`src/rtl/seq_pkg.sv`:
```
// Shared constants for the instruction sequencer.
// Opcodes, FSM state codes, instruction fields.
package seq_pkg;

  localparam logic [3:0] OP_ADD  = 4'h0;
  localparam logic [3:0] OP_SUB  = 4'h1;
  localparam logic [3:0] OP_AND  = 4'h2;
  localparam logic [3:0] OP_OR   = 4'h3;
  localparam logic [3:0] OP_LW   = 4'h4;
  localparam logic [3:0] OP_SW   = 4'h5;
  localparam logic [3:0] OP_BEQ  = 4'h6;
  localparam logic [3:0] OP_JMP  = 4'h7;
  localparam logic [3:0] OP_NOP  = 4'hE;
  localparam logic [3:0] OP_HALT = 4'hF;

  localparam logic [2:0] S_IDLE   = 3'd0;
  localparam logic [2:0] S_FETCH  = 3'd1;
  localparam logic [2:0] S_DECODE = 3'd2;
  localparam logic [2:0] S_EXEC   = 3'd3;
  localparam logic [2:0] S_MEM    = 3'd4;
  localparam logic [2:0] S_WB     = 3'd5;
  localparam logic [2:0] S_HALT   = 3'd6;
  localparam logic [2:0] S_FAULT  = 3'd7;

  localparam int OP_HI = 15;
  localparam int OP_LO = 12;
  localparam int RD_HI = 11;
  localparam int RD_LO = 8;
  localparam int RS_HI = 7;
  localparam int RS_LO = 4;
  localparam int RT_HI = 3;
  localparam int RT_LO = 0;

  typedef enum logic [2:0] {
    CL_ALU,
    CL_LOAD,
    CL_STORE,
    CL_BRANCH,
    CL_JUMP,
    CL_NOP,
    CL_HALT
  } op_class_e;

endpackage

```
`src/rtl/seq_decode.sv`:
```
// Opcode classifier for the sequencer FSM.
// Undefined opcodes fall into the NOP class.
module seq_decode
  import seq_pkg::*;
(
  input  logic [3:0] op,
  output op_class_e  cls
);

  // map each opcode onto the FSM path it takes
  always_comb begin
    cls = CL_NOP;
    unique case (1'b1)
      (op == OP_ADD) || (op == OP_SUB) ||
      (op == OP_AND) || (op == OP_OR):
        cls = CL_ALU;
      (op == OP_LW):   cls = CL_LOAD;
      (op == OP_SW):   cls = CL_STORE;
      (op == OP_BEQ):  cls = CL_BRANCH;
      (op == OP_JMP):  cls = CL_JUMP;
      (op == OP_HALT): cls = CL_HALT;
      default:         cls = CL_NOP;
    endcase
  end

endmodule

```
`src/rtl/instr_sequencer.sv`:
```
// Multi-cycle fetch/decode/execute sequencer.
// Optional single-step mode: define SEQ_STEP_EN.
module instr_sequencer
  import seq_pkg::*;
#(
  parameter int PC_W        = 4,
  parameter int MEM_TIMEOUT = 7
) (
  input  logic            clk,
  input  logic            reset,
  input  logic            run,
  input  logic            step,
  output logic [PC_W-1:0] imem_addr,
  input  logic [15:0]     imem_data,
  output logic [3:0]      opcode,
  output logic [3:0]      read_reg1,
  output logic [3:0]      read_reg2,
  output logic [3:0]      write_reg,
  output logic            reg_write,
  output logic            mem_to_reg,
  output logic            mem_read,
  output logic            mem_write,
  input  logic            mem_ack,
  input  logic            alu_zero,
  output logic            halted,
  output logic            fault
);

  localparam int WC_W = $clog2(MEM_TIMEOUT + 1);
  localparam logic [WC_W-1:0] WAIT_LAST =
    WC_W'(MEM_TIMEOUT - 1);

  logic [2:0]      state_q, state_d;
  logic [PC_W-1:0] pc_q, pc_d;
  logic [15:0]     ir_q, ir_d;
  logic [WC_W-1:0] wait_q, wait_d;

  op_class_e       cls;
  logic [PC_W-1:0] pc_inc;
  logic [PC_W-1:0] pc_br;
  logic [PC_W-1:0] rt_pc;
  logic            is_load;
  logic            is_store;
  logic            fetch_go;

  seq_decode u_dec (
    .op  (ir_q[OP_HI:OP_LO]),
    .cls (cls)
  );

  assign is_load  = (cls == CL_LOAD);
  assign is_store = (cls == CL_STORE);
  assign rt_pc    = PC_W'(ir_q[RT_HI:RT_LO]);
  assign pc_inc   = pc_q + PC_W'(1);
  assign pc_br    = pc_q + rt_pc;

`ifdef SEQ_STEP_EN
  assign fetch_go = step;
`else
  logic unused_step;
  assign unused_step = step;
  assign fetch_go    = 1'b1;
`endif

  // next-state, pc, instruction register and wait counter
  always_comb begin
    state_d = state_q;
    pc_d    = pc_q;
    ir_d    = ir_q;
    wait_d  = wait_q;
    case (state_q)
      S_IDLE: begin
        if (run) state_d = S_FETCH;
      end
      S_FETCH: begin
        if (fetch_go) state_d = S_DECODE;
      end
      S_DECODE: begin
        ir_d = imem_data;
        if (imem_data[OP_HI:OP_LO] == OP_HALT)
          state_d = S_HALT;
        else
          state_d = S_EXEC;
      end
      S_EXEC: begin
        wait_d = '0;
        unique case (cls)
          CL_ALU:   state_d = S_WB;
          CL_LOAD,
          CL_STORE: state_d = S_MEM;
          CL_BRANCH: begin
            pc_d    = alu_zero ? pc_br : pc_inc;
            state_d = S_FETCH;
          end
          CL_JUMP: begin
            pc_d    = rt_pc;
            state_d = S_FETCH;
          end
          default: begin
            pc_d    = pc_inc;
            state_d = S_FETCH;
          end
        endcase
      end
      S_MEM: begin
        if (mem_ack) begin
          if (is_load) begin
            state_d = S_WB;
          end else begin
            pc_d    = pc_inc;
            state_d = S_FETCH;
          end
        end else if (wait_q == WAIT_LAST) begin
          state_d = S_FAULT;
        end else begin
          wait_d = wait_q + WC_W'(1);
        end
      end
      S_WB: begin
        pc_d    = pc_inc;
        state_d = S_FETCH;
      end
      S_HALT:  state_d = S_HALT;
      S_FAULT: state_d = S_FAULT;
      default: state_d = S_IDLE;
    endcase
  end

  // state registers with synchronous reset
  always_ff @(posedge clk) begin
    if (reset) begin
      state_q <= S_IDLE;
      pc_q    <= '0;
      ir_q    <= '0;
      wait_q  <= '0;
    end else begin
      state_q <= state_d;
      pc_q    <= pc_d;
      ir_q    <= ir_d;
      wait_q  <= wait_d;
    end
  end

  assign imem_addr  = pc_q;
  assign opcode     = ir_q[OP_HI:OP_LO];
  assign read_reg1  = ir_q[RS_HI:RS_LO];
  assign read_reg2  = ir_q[RT_HI:RT_LO];
  assign write_reg  = ir_q[RD_HI:RD_LO];
  assign reg_write  = (state_q == S_WB);
  assign mem_to_reg = (state_q == S_WB) && is_load;
  assign mem_read   = (state_q == S_MEM) && is_load;
  assign mem_write  = (state_q == S_MEM) && is_store;
  assign halted     = (state_q == S_HALT);
  assign fault      = (state_q == S_FAULT);

endmodule

```
`config.mk`:
```
export PLATFORM = sky130hd
export DESIGN_NAME = instr_sequencer
export DESIGN_NICKNAME = d
export VERILOG_FILES = /design/src/rtl/seq_pkg.sv /design/src/rtl/seq_decode.sv /design/src/rtl/instr_sequencer.sv
export SDC_FILE = /design/constraint.sdc
export NUM_CORES = 1
export LEC_CHECK = 0
export CORE_MARGIN = 5
export CORE_UTILIZATION = 50
export DETAILED_ROUTE_END_ITERATION = 12
export PLACE_DENSITY = 0.85
export SYNTH_ARGS = -nofsm -noshare
export SYNTH_HDL_FRONTEND = slang
export SYNTH_HIERARCHICAL = 1
export SYNTH_SLANG_ARGS = --single-unit
```
`constraint.sdc`:
```
create_clock -name clk -period 5 [get_ports clk]
set_input_delay 1 -clock clk [delete_from_list [all_inputs] [get_ports clk]]
set_output_delay 1 -clock clk [all_outputs]
set_load 0.02 [all_outputs]
```
# Word-level counts from Yosys, hierarchy flattened
# Index checks and enable logic that the tools add are counted.
# totals
regBits	26
in_bits	22
out_inout_bits	26
wordCells	67
# classes
add_sub_neg	3
n_eq_ne	28
muxes	16
n_reduce_logical	16
# op_table
cell	n
$pmux 3 s8	1
$pmux 4 s3	2
$mux 3	7
$eq 3x3->1 const B	6
$pmux 3 s6	1
$eq 4x3->1 const B	4
$eq 3x2->1 const B	4
$mux 4	3
$ne 2x2->1 const B	6
$pmux 3 s2	2
$eq 4x2->1 const B	2
$eq 4x4->1 const B	2
$eq 3x1->1 const B	2
$logic_not 3->1	2
$add 4x1->4 const B	1
$add 4x4->4	1
$eq 4x1->1 const B	1
$logic_not 4->1	1
$reduce_and 4->1	1
$add 3x1->3 const B	1
$logic_and 1x1->1	3
$logic_or 1x1->1	3
$ne 3x3->1 const B	1
$reduce_and 3->1	1
5 further kinds	5

# Longest topological paths before layout
# logic_depth
depth_word	9
depth_mapped	9
mapped_depth_nobuf	7

# By module
# Netlist, hierarchy kept.
# by_module_without_submodules
mod	n_inst	cells_each	area_each_um2	seq_area_each_um2
instr_sequencer	1	179	1452.6	520.5
seq_decode	1	9	67.6	0.0

# Worst setup path before layout
# Ideal clock, no wire load.
# synth_timing
path_type	register to output
startpoint	register ir_q[13]
endpoint	output port mem_write
arrival_ns	1.808
required_time_ns	4.000
slack_ns	2.192
stages_incl_launch_ff	5
path_buffers	0
cell_sequence	dfxtp_1 and2b_2 o31ai_2 nand2b_1 nor4_1
# synth_via
elab_chain_cells	7
word_cells_on_any_way	15
classes_between	9 x eq/ne; 1 x mux; 5 x reduce/logical
# synth_rtl
element	line_no	source
start, declared	instr_sequencer.sv:35	logic [15:0] ir_q, ir_d;
start signal, assigned	instr_sequencer.sv:139	ir_q <= ir_d;
$eq 4x1->1 / $logic_not 4->1 (equally long branches)	seq_decode.sv:14	(op == OP_ADD) || (op == OP_SUB) ||
$logic_or 1x1->1 (2 in a row)	seq_decode.sv:14	
$logic_or 1x1->1	seq_decode.sv:15	(op == OP_AND) || (op == OP_OR):
$pmux 3 s6 *	seq_decode.sv:13	unique case (1'b1)
net cls[1]	instr_sequencer.sv:38	op_class_e cls;
$eq 3x2->1 *	instr_sequencer.sv:52	assign is_store = (cls == CL_STORE);
$logic_and 1x1->1 *	instr_sequencer.sv:152	assign mem_write = (state_q == S_MEM) && is_store;
end, declared	instr_sequencer.sv:22	output logic mem_write,
# The timed path passes the listed nets; every way through them passes the cells marked *.

# Worst setup path after layout
# Same ends and word-level chain as after synthesis.

==> impl_results.md <==
* Port Buffers at 46
* Critical Path Sink Type: output pin
* Hpwl dp at 2.45 mm
* Core ar. at 0.00298 mm^2
* Iter 0 DRT Violations at 81
* Comb pwr share at 0.225
* PostCTS Resize Cnt at 0
* Count of cell types in the netlist at 50
* DRT antenna net count at 0
* Leakage power at 0.756 nW
* Status: finished clean
* Final Skew at 10.3 ps
* Area grow syn2layout at 31.8%
* Flop pwr share at 0.535
* Tcrit/Tclk final at 0.667
* Internal at 0.312 mW
* CTS Buffer Depth at 2
* Syn. warnings at 6
* Die height at 65.1 um
* CTS clk-pin slew, worst paths at 140 ps
* RSZ-0062 raised after global routing: false
* CTS buffer count at 3
* Largest net degree at the start of global routing at 27
* Ys flop type: dfxtp_1
* Vias in the first global route at 1288
* Register-to-Register Path Depth at 7
* Register area share after synthesis at 0.342
* Area of the mapped netlist at 0.00152 mm^2
* Crit Path Max Fanout at 6
* WL final at 3.26 mm
* GRT overflow at 0
* # IOs at 48
* Final Hold Vio Count at 0
* Worst path required time at 4000 ps
* All-Layer GR Usage at 0.161
* EDFF count, synth at 0
* GP Congestion at 0.856
* Worst relative slew slack at 0.323
* Setup TNS at 0 ps
* Antenna violations before repair at 0
* CP max stage cell: clkdlybuf4s50_1
* Fmax at 300 MHz
* Drt pass-1 iters at 4
* Hold_buf cts at 0
* Row count at 20
* Power Density at 217 mW/mm^2
* Synthesized Nets at 217
* First-pass GRT wire length at 5.44 mm
* Area of the multi-input gates at 926 um^2
* ANT cells at 0
* Hold slack at 462 ps
* CTS tree: done
* Ys async rst share at 0
* Vias per inst at 5.45
* DRC at 0
* Setup Buffers After CTS at 0
* Psw at 0.124 mW
* Die X at 65.1 um
* VDD IR max at 188 uV
* Clk root buf: clkbuf_4
* Fin. max-slew vios at 0
* Clock share of power at 0.240
* Crit-path cells: and2b_2, o31ai_2, nand2b_1, nor4_1, clkdlybuf4s50_1
* Synth Area per Inst at 8.09 um^2
* Post-synthesis cell count at 188
* Synthesized flop and latch total at 26
* Worst-Margin Slew at 1010 ps
* HP Class: reg -> reg
* Share of layout cells above drive strength 1 at 0.0619
* Nets at 256
* Worst Setup Start Kind: register
* DP Worst Slack at 2030 ps
* Crit path kind: reg -> out
* Reg area at 520 um^2
* H-tree depth at 1
* Critical Path Max Stage Delay at 650 ps
* Setup WS post-layout at 1670 ps
* CTS Sinks at 26
* Switch share at 0.284
* Final min period at 3330 ps
* Vias post-DR at 1412
* Skew-Pair Late Insertion Delay at 320 ps
* Number of max-cap violations at 0
* Avg WL per Cell at 12.6 um
* Fin util at 0.673
* Area of the die at 0.00424 mm^2
* Final-report setup violation count at 0
* Fill cells at 264
* Critical Path AT at 2330 ps
* Initial core utilization at 0.511
* Hold Path Stages at 2
-- power by group through the flow --
stage | combinational (mW) | sequential [mW] | clock [mW]
2_1_floorplan | 0.0537 | 0.241 | 0
3_3_place_gp | 0.0977 | 0.237 | 0
3_5_place_dp | 0.0983 | 0.238 | 0
4_1_cts | 0.0988 | 0.233 | 0.108
5_1_grt | 0.109 | 0.236 | 0.117
6_report | 0.0981 | 0.233 | 0.104
-- logic make-up (layout without fill, tap and decap cells) --
| logic type | Yosys count | in the layout | synth area share |
|---|---|---|---|
| simple gates | 76 | 76 | 0.254 |
| compound gates | 51 | 51 | 0.223 |
| flops | 26 | 26 | 0.342 |
| buf+inv | 17 | 55 | 0.0486 |
| fa+ha+maj | 7 | 7 | 0.0626 |
| xor+xnor | 6 | 6 | 0.0346 |
| mux | 5 | 5 | 0.0346 |
-- stage by stage --
stage,cells,instance area (um^2),total power [mW]
after global placement,255,1970,0.335
after CTS,259,2000,0.440
final,259,2000,0.435
after floorplan,188,1520,0.295
after global routing,259,2000,0.461
after detailed placement,255,1970,0.336
-- layout make-up --
type,count,share of cell area
multi-input combinational,145,0.462
sequential,26,0.260
timing repair buffer,46,0.230
tap,33,0.0206
clock buffer,4,0.0181
inverter,5,0.00937
-- cell usage in the layout (no fill, tap or decap), drive strengths merged, types with 4 or more instances in the layout --
master,count
clkdlybuf4s50,46
nand2,37
dfxtp,26
a21oi,25
nor2,10
nand2b,6
ha,6
inv,5
xnor2,4
o21ai,4
clkbuf,4
-- Yosys cell counts (all sizes together) (2+ instances only) --
cell type	instances	share of area
ha	6	0.049
mux2i	3	0.020
dfxtp	26	0.34
nor2	10	0.025
nand2	37	0.091
buf	5	0.019
inv	5	0.012
mux2	2	0.015
clkbuf	7	0.017
a22o	2	0.012
or2	2	0.0082
nor3b	2	0.0099
nor4	2	0.0082
nor2b	3	0.012
xnor2	4	0.023
a221oi	2	0.012
a31oi	2	0.0082
a21oi	25	0.082
xor2	2	0.012
and2b	2	0.011
o21bai	2	0.0099
a21o	3	0.015
nor3	2	0.0099
and3b	2	0.012
nand2b	6	0.025
o31ai	2	0.013
o21ai	4	0.013
o22ai	2	0.0082
-- worst paths after layout --
check | from | end | slack [ps]
worst max-delay path | ir_q[13]$_SDFFE_PP0N_ | mem_write | 1670
worst max register to register | ir_q[14]$_SDFFE_PP0N_ | imem_addr[0]$_SDFFE_PP0P_ | 2600
worst min-delay path | ir_q[11]$_SDFFE_PP0N_ | ir_q[11]$_SDFFE_PP0N_ | 460
worst min register to register | ir_q[11]$_SDFFE_PP0N_ | ir_q[11]$_SDFFE_PP0N_ | 460
-- critical path, delay by kind of cell (launching register included) --
| family | cells | cell delay (ps) |
|---|---|---|
| buffers and inverters | 1 | 650 |
| and+or+nand+nor | 3 | 540 |
| DFF | 1 | 430 |
| AOI/OAI and AO/OA | 1 | 390 |
-- per-layer routing --
metal / part of all wire / track usage
met5: 0 / 0
met4: 0.015 / 0.0777
met3: 0.087 / 0.0444
met2: 0.45 / 0.255
met1: 0.45 / 0.201
-- sequential cells by signal, summed over array words and instances (netlist names) --
name,count
imem_addr,4
ir_q,16
state_q,3
wait_q,3
(Power assumes the default switching activity.)
